## config.mk

```make
export PLATFORM = sky130hd
export DESIGN_NAME = intpol2_d4_decimator
export DESIGN_NICKNAME = d
export VERILOG_FILES = /design/src/rtl/intpol2_d4_decimator_pkg.sv /design/src/rtl/intpol2_d4_decimator_accum.sv /design/src/rtl/intpol2_d4_decimator.sv
export SDC_FILE = /design/constraint.sdc
export NUM_CORES = 1
export LEC_CHECK = 0
export CAP_MARGIN = 20
export CORE_MARGIN = 2
export CORE_UTILIZATION = 50
export DETAILED_ROUTE_END_ITERATION = 16
export GPL_TIMING_DRIVEN = 1
export PLACE_DENSITY_LB_ADDON = 0.12
export RECOVER_POWER = 50
export SLEW_MARGIN = 20
export SYNTH_ARGS = -nofsm -noshare
export SYNTH_HDL_FRONTEND = slang
export SYNTH_SLANG_ARGS = --single-unit
```

## constraint.sdc

```tcl
create_clock -name clk -period 9.5 [get_ports clk]
set_input_delay 0.95 -clock clk [delete_from_list [all_inputs] [get_ports clk]]
set_output_delay 0.95 -clock clk [all_outputs]
set_load 0.03 [all_outputs]
```

## src/rtl/intpol2_d4_decimator_pkg.sv

```systemverilog
// intpol2_D4_pkg: shared state encoding, decimation limits and the k clamp
package intpol2_D4_pkg;

    localparam int MAX_LOG2  = 6;
    localparam int CNT_WIDTH = MAX_LOG2;

    typedef enum logic [1:0] {
        IDLE   = 2'd0,
        ACCUM  = 2'd1,
        OUTPUT = 2'd2
    } state_t;

    function automatic logic [2:0] clamp_k(input logic [2:0] d);
        return (d > 3'(MAX_LOG2)) ? 3'(MAX_LOG2) : d;
    endfunction

endpackage

```

## src/rtl/intpol2_d4_decimator_accum.sv

```systemverilog
// intpol2_D4_accum: sign-extending group accumulator and sample counter
module intpol2_D4_accum
    import intpol2_D4_pkg::*;
#(
    parameter int DATA_WIDTH = 32,
    parameter int ACC_WIDTH  = DATA_WIDTH + MAX_LOG2
) (
    input  logic                        clk,
    input  logic                        rstn,
    input  logic                        clr_i,
    input  logic                        en_i,
    input  logic signed [DATA_WIDTH-1:0] data_i,
    output logic signed [ACC_WIDTH-1:0]  sum_o,
    output logic [CNT_WIDTH-1:0]         cnt_o
);

    logic signed [ACC_WIDTH-1:0] acc_q, acc_d;
    logic [CNT_WIDTH-1:0]        cnt_q;

    // running sum including the sample on the input, so the top can shift it on the last accept
    always_comb begin
        acc_d = acc_q + {{(ACC_WIDTH-DATA_WIDTH){data_i[DATA_WIDTH-1]}}, data_i};
        sum_o = acc_d;
        cnt_o = cnt_q;
    end

    // clear beats enable so an aborted or finished group leaves no residue
    always_ff @(posedge clk or negedge rstn) begin
        if (!rstn) begin
            acc_q <= '0;
            cnt_q <= '0;
        end else if (clr_i) begin
            acc_q <= '0;
            cnt_q <= '0;
        end else if (en_i) begin
            acc_q <= acc_d;
            cnt_q <= cnt_q + CNT_WIDTH'(1);
        end
    end

endmodule

```

## src/rtl/intpol2_d4_decimator.sv

```systemverilog
// intpol2_d4_decimator: boxcar-average 2^k samples per group and emit one sample
module intpol2_d4_decimator
    import intpol2_D4_pkg::*;
#(
    parameter int DATA_WIDTH = 32,
    localparam int ACC_WIDTH = DATA_WIDTH + MAX_LOG2
) (
    input  logic                         clk,
    input  logic                         rstn,
    input  logic                         clear,
    input  logic                         start,
    input  logic [2:0]                   dec_log2,
    input  logic signed [DATA_WIDTH-1:0] data_in,
    input  logic                         valid_in,
    output logic                         ready_in,
    output logic signed [DATA_WIDTH-1:0] data_out,
    output logic                         valid_out,
    input  logic                         ready_out,
    output logic                         busy
);

    state_t                      state_q;
    logic [2:0]                  k_q;
    logic [DATA_WIDTH-1:0]       data_q;
    logic                        valid_q;
    logic signed [ACC_WIDTH-1:0] sum;
    logic [CNT_WIDTH-1:0]        cnt;
    logic                        take, last, acc_clr;

    // handshake decodes come only from registered state
    always_comb begin
        take      = (state_q == ACCUM) && valid_in;
        last      = cnt == CNT_WIDTH'((1 << k_q) - 1);
        acc_clr   = clear || ((state_q == IDLE) && start) || ((state_q == OUTPUT) && ready_out);
        ready_in  = state_q == ACCUM;
        busy      = state_q != IDLE;
        valid_out = valid_q;
        data_out  = data_q;
    end

    intpol2_D4_accum #(
        .DATA_WIDTH(DATA_WIDTH),
        .ACC_WIDTH (ACC_WIDTH)
    ) u_accum (
        .clk   (clk),
        .rstn  (rstn),
        .clr_i (acc_clr),
        .en_i  (take),
        .data_i(data_in),
        .sum_o (sum),
        .cnt_o (cnt)
    );

    // control FSM with registered output word; the arithmetic shift floors toward -inf
    always_ff @(posedge clk or negedge rstn) begin
        if (!rstn) begin
            state_q <= IDLE;
            k_q     <= '0;
            data_q  <= '0;
            valid_q <= 1'b0;
        end else if (clear) begin
            state_q <= IDLE;
            k_q     <= '0;
            data_q  <= '0;
            valid_q <= 1'b0;
        end else if (state_q == IDLE) begin
            if (start) begin
                k_q     <= clamp_k(dec_log2);
                state_q <= ACCUM;
            end
        end else if (state_q == ACCUM) begin
            if (take && last) begin
                data_q  <= DATA_WIDTH'(sum >>> k_q);
                valid_q <= 1'b1;
                state_q <= OUTPUT;
            end
        end else if (ready_out) begin
            valid_q <= 1'b0;
            state_q <= ACCUM;
        end
    end

endmodule

```

After elaboration in Yosys (flattened, before gate mapping)
Cells that the tools add are included.
{ "word_totals": {"regBits": 82, "in_bits": 41, "out_inout_bits": 35} }
{ "op_classes": {"n_addsub": 3, "order_cmp": 1, "n_eq_ne": 7, "n_shift": 2, "mux": 23, "n_reduce_logical": 19} }
{ "op_table": {"columns": ["operator", "count"], "rows": [
  ["2-to-1 mux 32 bit", 4],
  ["2-to-1 mux 38 bit", 2],
  ["adder 38 bit", 1],
  [">>> shifter 38 x 3 -> 32 bit", 1],
  ["2-to-1 mux 2 bit", 6],
  ["2-to-1 mux 3 bit", 4],
  ["2-to-1 mux 6 bit", 2],
  ["nonzero test 2 bit", 6],
  ["AND reduction 3 bit", 3],
  ["adder 6 x 1 -> 6 bit, second input constant", 1],
  ["equality test 6 bit", 1],
  ["<< shifter 1 x 3 -> 6 bit, first input constant", 1],
  ["subtractor 6 x 2 -> 6 bit, second input constant", 1],
  ["2-to-1 mux 1 bit", 5],
  ["logical AND 1 bit", 4],
  ["inequality test 4 x 2 -> 1 bit, second input constant", 1],
  ["nonzero test 4 bit", 1],
  ["> comparator 3 bit, second input constant", 1],
  ["inequality test 3 x 2 -> 1 bit, second input constant", 1],
  ["inequality test 3 bit, second input constant", 1],
  ["nonzero test 3 bit", 1],
  ["equality test 2 x 1 -> 1 bit, second input constant", 1],
  ["equality test 2 bit, second input constant", 1],
  ["zero test 2 bit", 1],
  ["3 further kinds", 4]
]} }

Longest topological paths before layout
{ "depth": {"depth_word": 8, "depth_mapped": 17, "mapped_depth_nobuf": 14} }

Hierarchy
Synthesis repeated with hierarchy kept, for this count alone.
{ "hier_totals": {"hier_cells": 788, "area_unflattened_um2": 7063.0} }
{ "modules_own_cells": {"columns": ["mod", "instances", "cells_per_inst", "area_each_um2", "seq_area_each_um2"], "rows": [
  ["intpol2_D4_accum", 1, 498, 4102.7, 1101.1],
  ["intpol2_d4_decimator", 1, 290, 2960.3, 950.9]
]} }

Worst setup path before layout
Ideal clock, no wire load.
{ "synth_path": {"kind": "register to register", "from": "reg k_q[0]", "to": "reg data_q[30] (netlist: data_out[30])", "arrival_time_ns": 3.503, "setup_slack_ns": 5.871, "path_stages_with_launch": 17, "n_path_buf": 3, "period_less_slack_ns": 3.629, "path_cell_list": "dfrtp_1 clkbuf_1 inv_1 clkbuf_1 buf_1 nor2_1 nand2_1 ha_1 nor3b_1 a21oi_1 o21ai_0 xor2_1 nor4b_2 nor2_1 a221oi_1 o21ai_1 a2bb2oi_1"} }
{ "synth_via": {"elab_chain_cells": 6} }
{ "synth_lines": {"columns": ["item", "line", "source"], "rows": [
  ["from (decl)", "intpol2_d4_decimator.sv:23", "logic [2:0] k_q;"],
  ["from (signal assigned)", "intpol2_d4_decimator.sv:68", "k_q <= clamp_k(dec_log2);"],
  ["<< shifter 1 x 3 -> 6 bit", "intpol2_d4_decimator.sv:33", "last = cnt == CNT_WIDTH'((1 << k_q) - 1);"],
  ["subtractor 6 x 2 -> 6 bit", "intpol2_d4_decimator.sv:33", null],
  ["equality test 6 bit", "intpol2_d4_decimator.sv:33", null],
  ["logical AND 1 bit", "intpol2_d4_decimator.sv:72", "if (take && last) begin"],
  ["nonzero test 2 bit (no line)", null, null],
  ["AND reduction 3 bit (no line)", null, null],
  ["to (signal assigned)", "intpol2_d4_decimator.sv:73", "data_q <= DATA_WIDTH'(sum >>> k_q);"],
  ["to (decl)", "intpol2_d4_decimator.sv:24", "logic [DATA_WIDTH-1:0] data_q;"]
]} }
Several ways; a longest one is shown, not always the timed one. The select of a mux whose other input is x is not followed.
A chain may end at the register's enable or synchronous reset.

==> qor.csv <==
metric;value;unit
status;finished with violations;
failing checks;capacitance limit, slew limit;
Cell variety after synth;75;
GRT Total Usage;28.3;%
final setup fails;0;
M1 WL;9370;um
clk root buf;clkbuf_16;
htree depth;3;
Die Ht;123;um
initial antenna violation count;0;
num ports;76;
met3 routed WL;1210;um
Post-Syn Area per Cell;8.04;um^2
placed inst area;0.00788;mm^2
GPL Wtd Cong;0.928;
largest net degree at the start of global routing;55;
WP data arrival;4.49;ns
Worst R2R Setup Slack;5.15;ns
cell repeated most along the worst path;clkbuf_1;
Die ar.;0.0151;mm^2
DP Wirelength;14900;um
fin crit period;4.68;ns
critical path's top delay family;buffers and inverters;
worst IR drop on VDD;0.112;mV
P_leak;0.00377;uW
Max Clock Skew;0.00659;ns
Die Wd;123;um
clock input transition at the sequential cells of the worst setup and hold paths;0.06;ns
Rows;43;
top sig layer;met4;
Fin Setup TNS;0;ns
first-pass GRT wire length;33500;um
Finished Cell Area;0.00824;mm^2
ys flop type;dfrtp_1;
PortBufs;75;
Rel. slew slack;-97.1;%
Min-Delay Path Class;flip-flop to flip-flop;
Crit Path Max Fanout;54;
Synth Register Bits;82;
most common cell after layout, fill and taps aside;nand2_1;
1st-pass router iterations;5;
Final Net Count;998;
clk buf depth;2;
vias per cell;6.15;
CP Launch Type;input port;
Seq/Total Area, Yosys;29.0;%
Fillers;1261;
critical path's largest stage delay;2.18;ns
Syn Nets;961;
Final Cycle Share;49.3;%
Sinks on Clock Net;82;
initial core utilization;51.2;%
Peak Freq;0.213;GHz
Synth Warn #;0;
RSZ-0062 raised after global routing;false;
Starting DRT DRC Count;576;
maxcap violations;2;
diodes inserted;0;
postcts setup bufs;0;
Post-synth EDFFs;0;
Worst-Margin Slew;2.96;ns
Power per Cell Area;140;mW/mm^2
Post-CTS Hold Buffers;0;
Crit path required time;9.30;ns
critical path's slowest cell;clkbuf_1;
CP Capture Type;async pin;
Async SR Flop Fraction;100;%
Final Hold Vio Count;0;
commonest cells after routing, fill and taps aside;nand2_1 (162), a21oi_1 (97), dfrtp_1 (82), nor2_1 (62), mux2i_1 (60);
Final ANT Viol Nets;0;
TritonCTS buffer count;9;
DRC Markers;0;
synthesis-to-layout area growth;16.5;%
Mapped Cells;880;
fraction of layout cells with a size suffix above 1;5.75;%
vias in the first global route;6522;
core box area;0.0138;mm^2
final WL;20800;um
TritonCTS clock tree;done;
detail-routed net length per standard cell;18.9;um
WL met2;9770;um
Cell Area, Synth;0.00707;mm^2
CP Cell Sequence;clkbuf_1 > clkbuf_1;
post-CTS sizing;0;
worst path buffer plus inverter count;2;
Clk Latency, worst-skew pair;0.35;ns
fin. max-slew vios;85;
WS Path Type;input port to async pin;
via count;6782;
total gr overflow;0;
-- cells in the mapped netlist (4+ instances only) --
library cell  instances  area [um^2]
a211oi_1             19          143
a21o_1               10         75.1
a21oi_1              97          485
a31oi_1              14         87.6
and2_1                8         50.1
and3_1                5         31.3
buf_1                 7         26.3
buf_2                11         55.1
clkbuf_1             36          135
dfrtp_1              82         2050
ha_1                 39          488
inv_1                16         60.1
mux2_2                6         67.6
mux2i_1              60          601
mux4_2                6          135
nand2_1             162          608
nand2b_1              7         43.8
nand3_1              16         80.1
nand4_1              10         62.6
nor2_1               62          233
nor2b_1               7         43.8
nor3_1               15         75.1
o2111ai_1             4         35.0
o211ai_1              8         60.1
o21a_1                5         37.5
o21ai_0              44          220
o21ai_1               9         45.0
o21bai_1              5         37.5
o22ai_1               4         25.0
or3_1                 5         31.3
xnor2_1              24          210
xor2_1               15          131
-- per-layer routing --
layer	GRT usage [%]	up-vias
li1	-	3245
met1	37.9	3238
met2	45.7	260
met3	4.61	39
met4	11.1	0
met5	0	-
-- worst paths after layout --
| check | from | cells past startpoint | to |
|---|---|---|---|
| max | rstn | 2 | u_accum.acc_q[5] |
| min | data_out[16] | 2 | data_out[16] |
| max reg2reg | k_q[0] | 14 | data_out[30] |
| min reg2reg | data_out[16] | 2 | data_out[16] |
| max in group clk | data_in[0] | 13 | data_out[24] |
| min in group asynchronous | rstn | 1 | u_accum.acc_q[33] |
-- state kept, by name, summed over array words and instances, names as in the netlist --
register	count
data_out	32
k_q	3
state_q	2
u_accum.cnt_o	6
u_accum.acc_q	38
valid_out	1
-- stage by stage --
stage	cells	hold slack (ns)	total power, uW	util, %	worst slack [ns]
after floorplan	880	0.506	609	-	5.87
after global placement	1086	0.466	709	57.0	4.93
after global routing	1102	0.507	1210	59.6	3.93
after detailed placement	1086	0.473	715	57.0	4.87
after CTS	1102	0.489	1160	59.7	5.16
final	1102	0.474	1160	59.6	4.82
-- final cells by class --
class / count / area [um^2] / share of cell area (%)
clock buffers: 9 / 225 / 2.73
clock inverters: 7 / 149 / 1.81
inverters: 16 / 60.1 / 0.729
multi-input cells: 724 / 4720 / 57.3
flip-flops and latches: 82 / 2050 / 24.9
well taps: 180 / 225 / 2.73
repair buffers: 84 / 808 / 9.81
-- power breakdown --
part | internal [uW] | switching (uW) | total, uW
clock network | 287 | 158 | 445
logic | 128 | 208 | 336
registers | 363 | 13.8 | 376
total | 778 | 380 | 1160
-- cell families (layout without fill, tap and decap cells) --
kind of cell	count (synthesis)	count (layout)	synth area share, %
fa+ha+maj	40	40	7.18
xor+xnor	40	40	5.06
simple gates	316	316	20.1
flops	82	82	29.0
compound gates	255	255	22.7
mux	73	73	11.5
buf+inv	74	116	4.39
(Power assumes the default switching activity.)
